**config.mk**
```make
export PLATFORM = sky130hd
export DESIGN_NAME = ex_muldiv_unit
export DESIGN_NICKNAME = d
export VERILOG_FILES = /design/src/rtl/ex_muldiv_unit.sv
export SDC_FILE = /design/constraint.sdc
export NUM_CORES = 1
export LEC_CHECK = 0
export BUFFER_PORTS_ARGS = -buffer_cell sky130_fd_sc_hd__buf_4
export CAP_MARGIN = 5
export CELL_PAD_IN_SITES_DETAIL_PLACEMENT = 2
export CELL_PAD_IN_SITES_GLOBAL_PLACEMENT = 2
export CORE_MARGIN = 2
export CORE_UTILIZATION = 37
export CTS_CLUSTER_SIZE = 24
export DETAILED_ROUTE_END_ITERATION = 10
export HOLD_SLACK_MARGIN = 0.06
export PLACE_DENSITY_LB_ADDON = 0.1
export SYNTH_ARGS = -nofsm -noshare
export SYNTH_HDL_FRONTEND = slang
export SYNTH_SLANG_ARGS = --single-unit
export TNS_END_PERCENT = 30
```
**constraint.sdc**
```tcl
create_clock -name clk_i -period 6.4 [get_ports clk_i]
set_input_delay 1.6 -clock clk_i [delete_from_list [all_inputs] [get_ports clk_i]]
set_output_delay 1.6 -clock clk_i [all_outputs]
set_load 0.05 [all_outputs]
```
**src/rtl/ex_muldiv_unit.sv**
```systemverilog
// Iterative RV32M multiply/divide for the EX stage.
// Holds the pipeline via stall_o until the single DONE cycle.
module ex_muldiv_unit #(
  parameter int XLEN     = 32,
  parameter bit FAST_MUL = 1'b0
) (
  input  logic            clk_i,
  input  logic            rst_i,
  input  logic            flush_i,
  input  logic            start_i,
  input  logic [2:0]      op_i,
  input  logic [XLEN-1:0] rs1_i,
  input  logic [XLEN-1:0] rs2_i,
  output logic            stall_o,
  output logic            busy_o,
  output logic            done_o,
  output logic [XLEN-1:0] result_o
);

  localparam int CW = $clog2(XLEN);

  typedef enum logic [1:0] {
    S_IDLE,
    S_MUL,
    S_DIV,
    S_DONE
  } state_t;

  state_t state_q, state_d;

  logic [2:0]        op_q;
  logic [XLEN-1:0]   opd_q;
  logic [2*XLEN-1:0] acc_q, acc_d;
  logic [CW-1:0]     cnt_q, cnt_d;
  logic              neg_q, rneg_q;

  logic [XLEN-1:0]   res_d;
  logic              res_we;
  logic              load;

  // operand decode, only meaningful in IDLE
  logic            a_sgn, b_sgn;
  logic [XLEN-1:0] mag_a, mag_b;
  logic            is_div, div0, ovf;
  logic [XLEN-1:0] early_res;

  assign is_div = op_i[2];
  assign a_sgn  = rs1_i[XLEN-1] &
                  (op_i == 3'd1 || op_i == 3'd2 ||
                   op_i == 3'd4 || op_i == 3'd6);
  assign b_sgn  = rs2_i[XLEN-1] &
                  (op_i == 3'd1 || op_i == 3'd4 ||
                   op_i == 3'd6);
  assign mag_a  = a_sgn ? -rs1_i : rs1_i;
  assign mag_b  = b_sgn ? -rs2_i : rs2_i;
  assign div0   = is_div & (rs2_i == '0);
  assign ovf    = is_div & ~op_i[0] &
                  (rs1_i == {1'b1, {(XLEN-1){1'b0}}}) &
                  (rs2_i == '1);

  always_comb begin
    early_res = '0;
    if (div0)
      early_res = op_i[1] ? rs1_i : '1;
    else if (ovf)
      early_res = op_i[1] ? '0 : {1'b1, {(XLEN-1){1'b0}}};
  end

  // multiply step: acc = {partial, multiplier}
  logic [2*XLEN-1:0] mul_nxt;

  if (FAST_MUL) begin : g_fast
    assign mul_nxt = (2*XLEN)'(opd_q) *
                     (2*XLEN)'(acc_q[XLEN-1:0]);
  end else begin : g_seq
    logic [XLEN:0] sum;
    assign sum = {1'b0, acc_q[2*XLEN-1:XLEN]} +
                 (acc_q[0] ? {1'b0, opd_q} : '0);
    assign mul_nxt = {sum, acc_q[XLEN-1:1]};
  end

  // restoring divide step: acc = {rem, quo}
  logic [XLEN:0]     shl, trial;
  logic [2*XLEN-1:0] div_nxt;

  assign shl   = {acc_q[2*XLEN-1:XLEN], acc_q[XLEN-1]};
  assign trial = shl - {1'b0, opd_q};
  assign div_nxt = trial[XLEN] ?
    {shl[XLEN-1:0], acc_q[XLEN-2:0], 1'b0} :
    {trial[XLEN-1:0], acc_q[XLEN-2:0], 1'b1};

  logic [2*XLEN-1:0] prod_s;
  logic [XLEN-1:0]   mul_res, div_res, quo, rem;

  assign prod_s  = neg_q ? -mul_nxt : mul_nxt;
  assign mul_res = (op_q == 3'd0) ? prod_s[XLEN-1:0] :
                                    prod_s[2*XLEN-1:XLEN];
  assign quo     = div_nxt[XLEN-1:0];
  assign rem     = div_nxt[2*XLEN-1:XLEN];
  assign div_res = op_q[1] ? (rneg_q ? -rem : rem) :
                             (neg_q ? -quo : quo);

  always_comb begin
    state_d = state_q;
    cnt_d   = cnt_q;
    acc_d   = acc_q;
    res_d   = result_o;
    res_we  = 1'b0;
    load    = 1'b0;
    unique case (state_q)
      S_IDLE: begin
        if (start_i) begin
          if (div0 | ovf) begin
            state_d = S_DONE;
            res_d   = early_res;
            res_we  = 1'b1;
          end else begin
            load    = 1'b1;
            state_d = is_div ? S_DIV : S_MUL;
            cnt_d   = (FAST_MUL && !is_div) ?
                      '0 : CW'(XLEN-1);
          end
        end
      end
      S_MUL: begin
        acc_d = mul_nxt;
        if (cnt_q == '0) begin
          state_d = S_DONE;
          res_d   = mul_res;
          res_we  = 1'b1;
        end else begin
          cnt_d = cnt_q - 1'b1;
        end
      end
      S_DIV: begin
        acc_d = div_nxt;
        if (cnt_q == '0) begin
          state_d = S_DONE;
          res_d   = div_res;
          res_we  = 1'b1;
        end else begin
          cnt_d = cnt_q - 1'b1;
        end
      end
      S_DONE: state_d = S_IDLE;
    endcase
    // flush wins over start and suppresses the result write
    if (flush_i) begin
      state_d = S_IDLE;
      res_we  = 1'b0;
      load    = 1'b0;
    end
  end

  always_ff @(posedge clk_i or posedge rst_i) begin
    if (rst_i) state_q <= S_IDLE;
    else       state_q <= state_d;
  end

  always_ff @(posedge clk_i or posedge rst_i) begin
    if (rst_i) begin
      op_q     <= '0;
      opd_q    <= '0;
      acc_q    <= '0;
      cnt_q    <= '0;
      neg_q    <= 1'b0;
      rneg_q   <= 1'b0;
      result_o <= '0;
    end else begin
      cnt_q <= cnt_d;
      if (load) begin
        op_q   <= op_i;
        opd_q  <= is_div ? mag_b : mag_a;
        acc_q  <= {{XLEN{1'b0}}, is_div ? mag_a : mag_b};
        neg_q  <= a_sgn ^ b_sgn;
        rneg_q <= a_sgn;
      end else begin
        acc_q <= acc_d;
      end
      if (res_we) result_o <= res_d;
    end
  end

  assign busy_o  = (state_q == S_MUL) | (state_q == S_DIV);
  assign done_o  = (state_q == S_DONE);
  assign stall_o = busy_o |
                   ((state_q == S_IDLE) & start_i & ~flush_i);

endmodule
```
# ---- After elaboration in Yosys (flattened, before gate mapping)
# Cells that the tools add are included.
dict set report totals {
  out_inout_bits 35
  input_bits 71
  register_bits 140
}
dict set report classes {
  bitwise_logic 14
  n_addsub 8
  muxes 41
  n_reduce_logical 16
  eq_ne 17
}
# op count
set ops {}
lappend ops {{two-way mux 32 bit} 17}
lappend ops {{two-way mux 64 bit} 3}
lappend ops {{negator 32 bit} 4}
lappend ops {{case mux 64 bit (2 select lines)} 1}
lappend ops {{case mux 32 bit (3 select lines)} 1}
lappend ops {{equality test 32 bit, second input constant} 2}
lappend ops {{negator 64 bit} 1}
lappend ops {{adder 32 x 32 -> 33 bit} 1}
lappend ops {{subtractor 33 x 32 -> 33 bit} 1}
lappend ops {{zero test 32 bit} 1}
lappend ops {{two-way mux 5 bit} 3}
lappend ops {{inequality test 2 bit, second input constant} 6}
lappend ops {{two-way mux 2 bit} 5}
lappend ops {{case mux 5 bit (2 select lines)} 1}
lappend ops {{bitwise AND 1 bit} 8}
lappend ops {{two-way mux 1 bit} 8}
lappend ops {{equality test 3 bit, second input constant} 2}
lappend ops {{case mux 2 bit (3 select lines)} 1}
lappend ops {{AND reduction 6 bit} 1}
lappend ops {{nonzero test 3 bit} 2}
lappend ops {{zero test 5 bit} 1}
lappend ops {{logical OR 1 bit} 5}
lappend ops {{subtractor 5 x 1 -> 5 bit, second input constant} 1}
lappend ops {{equality test 2 bit, second input constant} 2}
lappend ops {{other kinds (15)} 18}

# ---- Longest topological paths before layout
dict set report depth {
  word_depth 10
  depth_mapped 24
  mapped_depth_nobuf 21
}

# ---- Worst setup path before layout
# No wires, ideal clock.
dict set report synth_timing {
  kind {reg-to-reg}
  from {register acc_q[31]}
  to {register result_o[30]}
  n_path_buf 3
  setup_time_ns 0.065
  path_stages_with_launch 25
  arrival_ns 5.257
  setup_slack_ns 1.078
  path_cell_list {dfrtp_1 -> inv_1 -> ha_1 -> fa_1 -> nand2b_1 -> a21oi_1 -> o211ai_2 -> a21oi_2 -> o21a_1 -> nor2_1 -> buf_4 -> inv_2 -> clkbuf_1 -> clkbuf_1 -> nor2_1 -> a21oi_1 -> ha_1 -> nand2_1 -> a2111oi_0 -> a41o_1 -> o2111ai_1 -> o31ai_1 -> xnor2_1 -> a2111oi_0 -> a21o_1}
}
dict set report synth_via {
  elab_chain_cells 7
}
# item line
set synth_lines {}
lappend synth_lines {{start: declaration} 33} ;# logic [2*XLEN-1:0] acc_q, acc_d;
lappend synth_lines {{start signal: assignment} 174} ;# acc_q <= {{XLEN{1'b0}}, is_div ? mag_a : mag_b};
lappend synth_lines {{subtractor 33 x 32 -> 33 bit} 87} ;# assign trial = shl - {1'b0, opd_q};
lappend synth_lines {{two-way mux 64 bit} 88} ;# assign div_nxt = trial[XLEN] ?
lappend synth_lines {{negator 32 bit, on equally long branches} {101, 100}}
lappend synth_lines {{two-way mux 32 bit, on equally long branches} {101, 100}}
lappend synth_lines {{two-way mux 32 bit} 100} ;# assign div_res = op_q[1] ? (rneg_q ? -rem : rem) :
lappend synth_lines {{two-way mux 32 bit} 137} ;# if (cnt_q == '0) begin
lappend synth_lines {{case mux 32 bit (3 select lines) *} 110} ;# unique case (state_q)
lappend synth_lines {{end signal: assignment} 180} ;# if (res_we) result_o <= res_d;
lappend synth_lines {{end: declaration} 17} ;# output logic [XLEN-1:0] result_o
# Every way passes the cells marked *; elsewhere a longest branch is shown, timed or not. The select of a mux whose other input is x is not followed.
# A chain may end at the register's enable or synchronous reset.

# ---- Worst setup path after layout
dict set report layout_timing {
  from {register acc_q[0]}
  to {register result_o[27]}
}
dict set report layout_via {
  elab_chain_cells 7
}
# item line
set layout_lines {}
lappend layout_lines {{two-way mux 32 bit} 78} ;# (acc_q[0] ? {1'b0, opd_q} : '0);
lappend layout_lines {{adder 32 x 32 -> 33 bit} 77} ;# assign sum = {1'b0, acc_q[2*XLEN-1:XLEN]} +
lappend layout_lines {{negator 64 bit} 95} ;# assign prod_s = neg_q ? -mul_nxt : mul_nxt;
lappend layout_lines {{two-way mux 64 bit} 95}
lappend layout_lines {{two-way mux 32 bit} 96} ;# assign mul_res = (op_q == 3'd0) ? prod_s[XLEN-1:0] :
lappend layout_lines {{two-way mux 32 bit} 127} ;# if (cnt_q == '0) begin
lappend layout_lines {{case mux 32 bit (3 select lines) *} 110}
# Marked as above.

==> impl_results.md <==
- Initial Utilization: 37.47%
- CP max stage delay: 0.64 ns
- Critical path fanouts, max: 19
- Iter 0 DRT Violations: 1765
- Setup TNS: 0 ns
- Buf+Inv Stages, Crit Path: 1
- Setup Skew: 0.01746 ns
- Critical Path Sink Type: flop
- IO Count: 106
- Final Hold Violating Endpoints: 0
- Rows: 80
- FF+latch count, synth: 140
- DRC errors left: 0
- CP Launch Type: flop
- Clock tree from TritonCTS: built
- Detail Placement HPWL: 72440 um
- RSZ-0062 raised after global routing: false
- Worst-path cell chain: clkinv_1 -> nor2_1 -> ha_1 -> a21oi_1 -> nand2_1 -> o21ai_0 -> nand4b_1 -> a2111oi_0 -> a211oi_1 -> or3_2 -> and3b_1 -> nor4b_1 -> a221oi_1 -> nor3_1 -> or3_1
- Maximum clock rate: 170.4 MHz
- Part of the cycle the worst path needs: 91.67%
- Worst path slowest cell: a2111oi_0
- R2R depth: 15
- Status: finished, final reports clean
- Via-to-Cell Ratio: 6.517
- H-tree depth: 4
- Tmin final: 5.867 ns
- Netlist cell types: 104
- CP arrival: 6.26 ns
- Resized cells post-CTS: 0
- Placement Cell Area: 19100 um2
- Die Area: 50020 um2
- Vias: 20384
- Max-cap violations: 0
- Total CTS buffers: 17
- Worst-path clk slew: 0.07 ns
- Mapped Cells: 2505
- First-pass GRT wire length: 140000 um
- R2R Setup Slk: 0.53 ns
- Slew @ Worst Pin: 1.285 ns
- Hold depth: 2
- FF-to-FF End: result_o[27]$_DFFE_PP0P_
- GP Congestion: 0.9785
- IO Port Bufs: 105
- Critical register-to-register path startpoint: acc_q[0]$_DFFE_PP0P_
- Clock buffer depth: 2
- Number of global-route vias before repair: 21534
- CP top delay family: simple AND/OR/NAND/NOR gates
- Post-Route WL: 92940 um
- Clock sink total: 140
- DRT antenna net count: 0
- Post-route design area: 19690 um2
- Sequential share of the synthesized area: 19.62%
- Grt total ovfl: 0
- Hold path startpoint: opd_q[19]$_DFFE_PP0P_
- WL/cell: 29.71 um
- Post-Syn Area: 17850 um2
- Area delta synth->final: 10.27%
- Post-synth EDFFs: 0
- Layout cells sized above 1: 10.87%
- Skew-Pair Late Insertion Delay: 0.52 ns
- Drt pass-1 iters: 6
- Setup violators final: 0
- CTS Hold Buffers Added: 0
- Mapped Nets: 2655
- Pin count of the biggest net entering global routing: 91
- Max transition margin: 13.44%
- Main synth FF type: dfrtp_1
- Die Y: 223.7 um
- CP Class: flop to flop
- GR Util All Layers: 37.44%
- Initial antenna violation count: 1
- Post-CTS Setup Inserts: 0
- Yosys warning total: 0
- Core area: 47650 um2
- Syn Area/Cell: 7.127 um2
- Final #Nets: 2652
- Hold-critical path endpoint: opd_q[19]$_DFFE_PP0P_
- Worst hold-check path type: flop to flop
- Req. time, crit path: 6.80 ns
- Clk root buf: clkbuf_16
- Slew Limit Fails: 0
- Die width: 223.7 um
- Post-synth ARST share: 100.0%
-- sequential cells by signal, summed over array words and instances (netlist names) --
| signal | cells |
|---|---|
| acc_q | 64 |
| neg_q | 1 |
| cnt_q | 5 |
| state_q | 2 |
| opd_q | 32 |
| rneg_q | 1 |
| result_o | 32 |
| op_q | 3 |
-- per-stage QoR --
stage          cells  utilization [%]  hold slack [ns]  worst slack (ns)
6_report        3128            41.32           0.4900            0.5328
5_1_grt         3127            41.31           0.5202            0.3007
4_1_cts         3127            41.31           0.4880            0.6785
3_5_place_dp    3098            40.08           0.4724            0.3461
3_3_place_gp    3098            40.08           0.4660            0.4254
2_1_floorplan   2505                -           0.4498             1.047
-- worst max path at each step --
stage                         startpoint                  endpoint  slack (ns)  depth (start not counted)
floorplan                          rst_i      acc_q[0]$_DFFE_PP0P_        1.05                          1
global placement                rs2_i[0]   result_o[8]$_DFFE_PP0P_        0.43                         13
detailed placement              rs2_i[0]   result_o[8]$_DFFE_PP0P_        0.35                         13
CTS                 acc_q[0]$_DFFE_PP0P_  result_o[27]$_DFFE_PP0P_        0.68                         15
global route        acc_q[0]$_DFFE_PP0P_  result_o[27]$_DFFE_PP0P_        0.30                         15
finish              acc_q[0]$_DFFE_PP0P_  result_o[27]$_DFFE_PP0P_        0.53                         15
-- cells in the mapped netlist (9+ instances only) --
library cell	n	area (um2)
a2111oi_0	10	87.58
a211o_1	9	78.83
a211oi_1	75	563.0
a21o_1	19	142.6
a21oi_1	228	1141
a221oi_1	11	96.34
a311oi_1	10	87.58
a31o_2	10	87.58
a31oi_1	27	168.9
and2_1	27	168.9
and3_1	24	150.1
and4_1	9	78.83
buf_1	14	52.55
buf_2	14	70.07
clkbuf_1	140	525.5
dfrtp_1	140	3503
ha_1	77	963.4
inv_1	78	292.8
mux2_2	11	123.9
mux2i_1	67	670.6
nand2_1	274	1028
nand2b_1	25	156.4
nand3_1	51	255.2
nand4_1	24	150.1
nor2_1	244	915.9
nor2b_1	26	162.7
nor3_1	49	245.2
nor4_1	27	168.9
o2111ai_1	11	96.34
o211ai_1	59	442.9
o21a_1	21	157.7
o21ai_0	263	1316
o31ai_1	28	210.2
o41ai_1	12	105.1
or2_2	9	56.30
or3_1	36	225.2
or4_1	11	82.58
xnor2_1	107	937.2
xor2_1	76	665.6
-- layout make-up --
cell class	instances	area, um2
diodes	1	2.502
flip-flops and latches	140	3505
multi-input cells	2102	13310
repair buffers	158	1199
clock buffers	18	439.2
clock inverters	11	146.4
fillers	5682	27960
inverters	83	316.6
well taps	615	769.5
-- layout by cell type (no fill, tap or decap), types with 76 or more instances in the layout --
master	n
buf_4	157
a21oi_1	227
o21ai_0	263
nor2_1	243
dfrtp_1	139
inv_1	77
xor2_1	76
xnor2_1	107
nand2_1	274
-- logic make-up (layout without fill, tap and decap cells) --
group	after synthesis	in the layout	synth area share [%]
other cells	0	1	0
flops	140	140	19.62
buf+inv	263	270	6.133
fa+ha+maj	79	79	5.621
mux	78	78	4.451
simple gates	887	887	24.05
xor+xnor	183	183	8.978
compound gates	875	875	31.15
-- worst reg2reg max path: stages (launching register included) --
cell and delay, ns:
dfrtp_1 0.42, clkinv_1 0.62, nor2_1 0.39, ha_1 0.37, a21oi_1 0.28, nand2_1 0.17
o21ai_0 0.52, nand4b_1 0.33, a2111oi_0 0.64, a211oi_1 0.23, or3_2 0.60, and3b_1 0.32
nor4b_1 0.08, a221oi_1 0.33, nor3_1 0.10, or3_1 0.38
-- per-layer routing --
metal / wire length, um / GRT usage, % / share of wire [%]
met3: 5966 / 7.371 / 6.4
met5: 12 / 0 / 0.013
met2: 42530 / 59.98 / 46
met1: 40110 / 48.72 / 43
met4: 4328 / 16.97 / 4.7
Power is left out: the tool's default activity adds up to more than one toggle a clock period on the data nets, which glitch-free logic cannot reach.
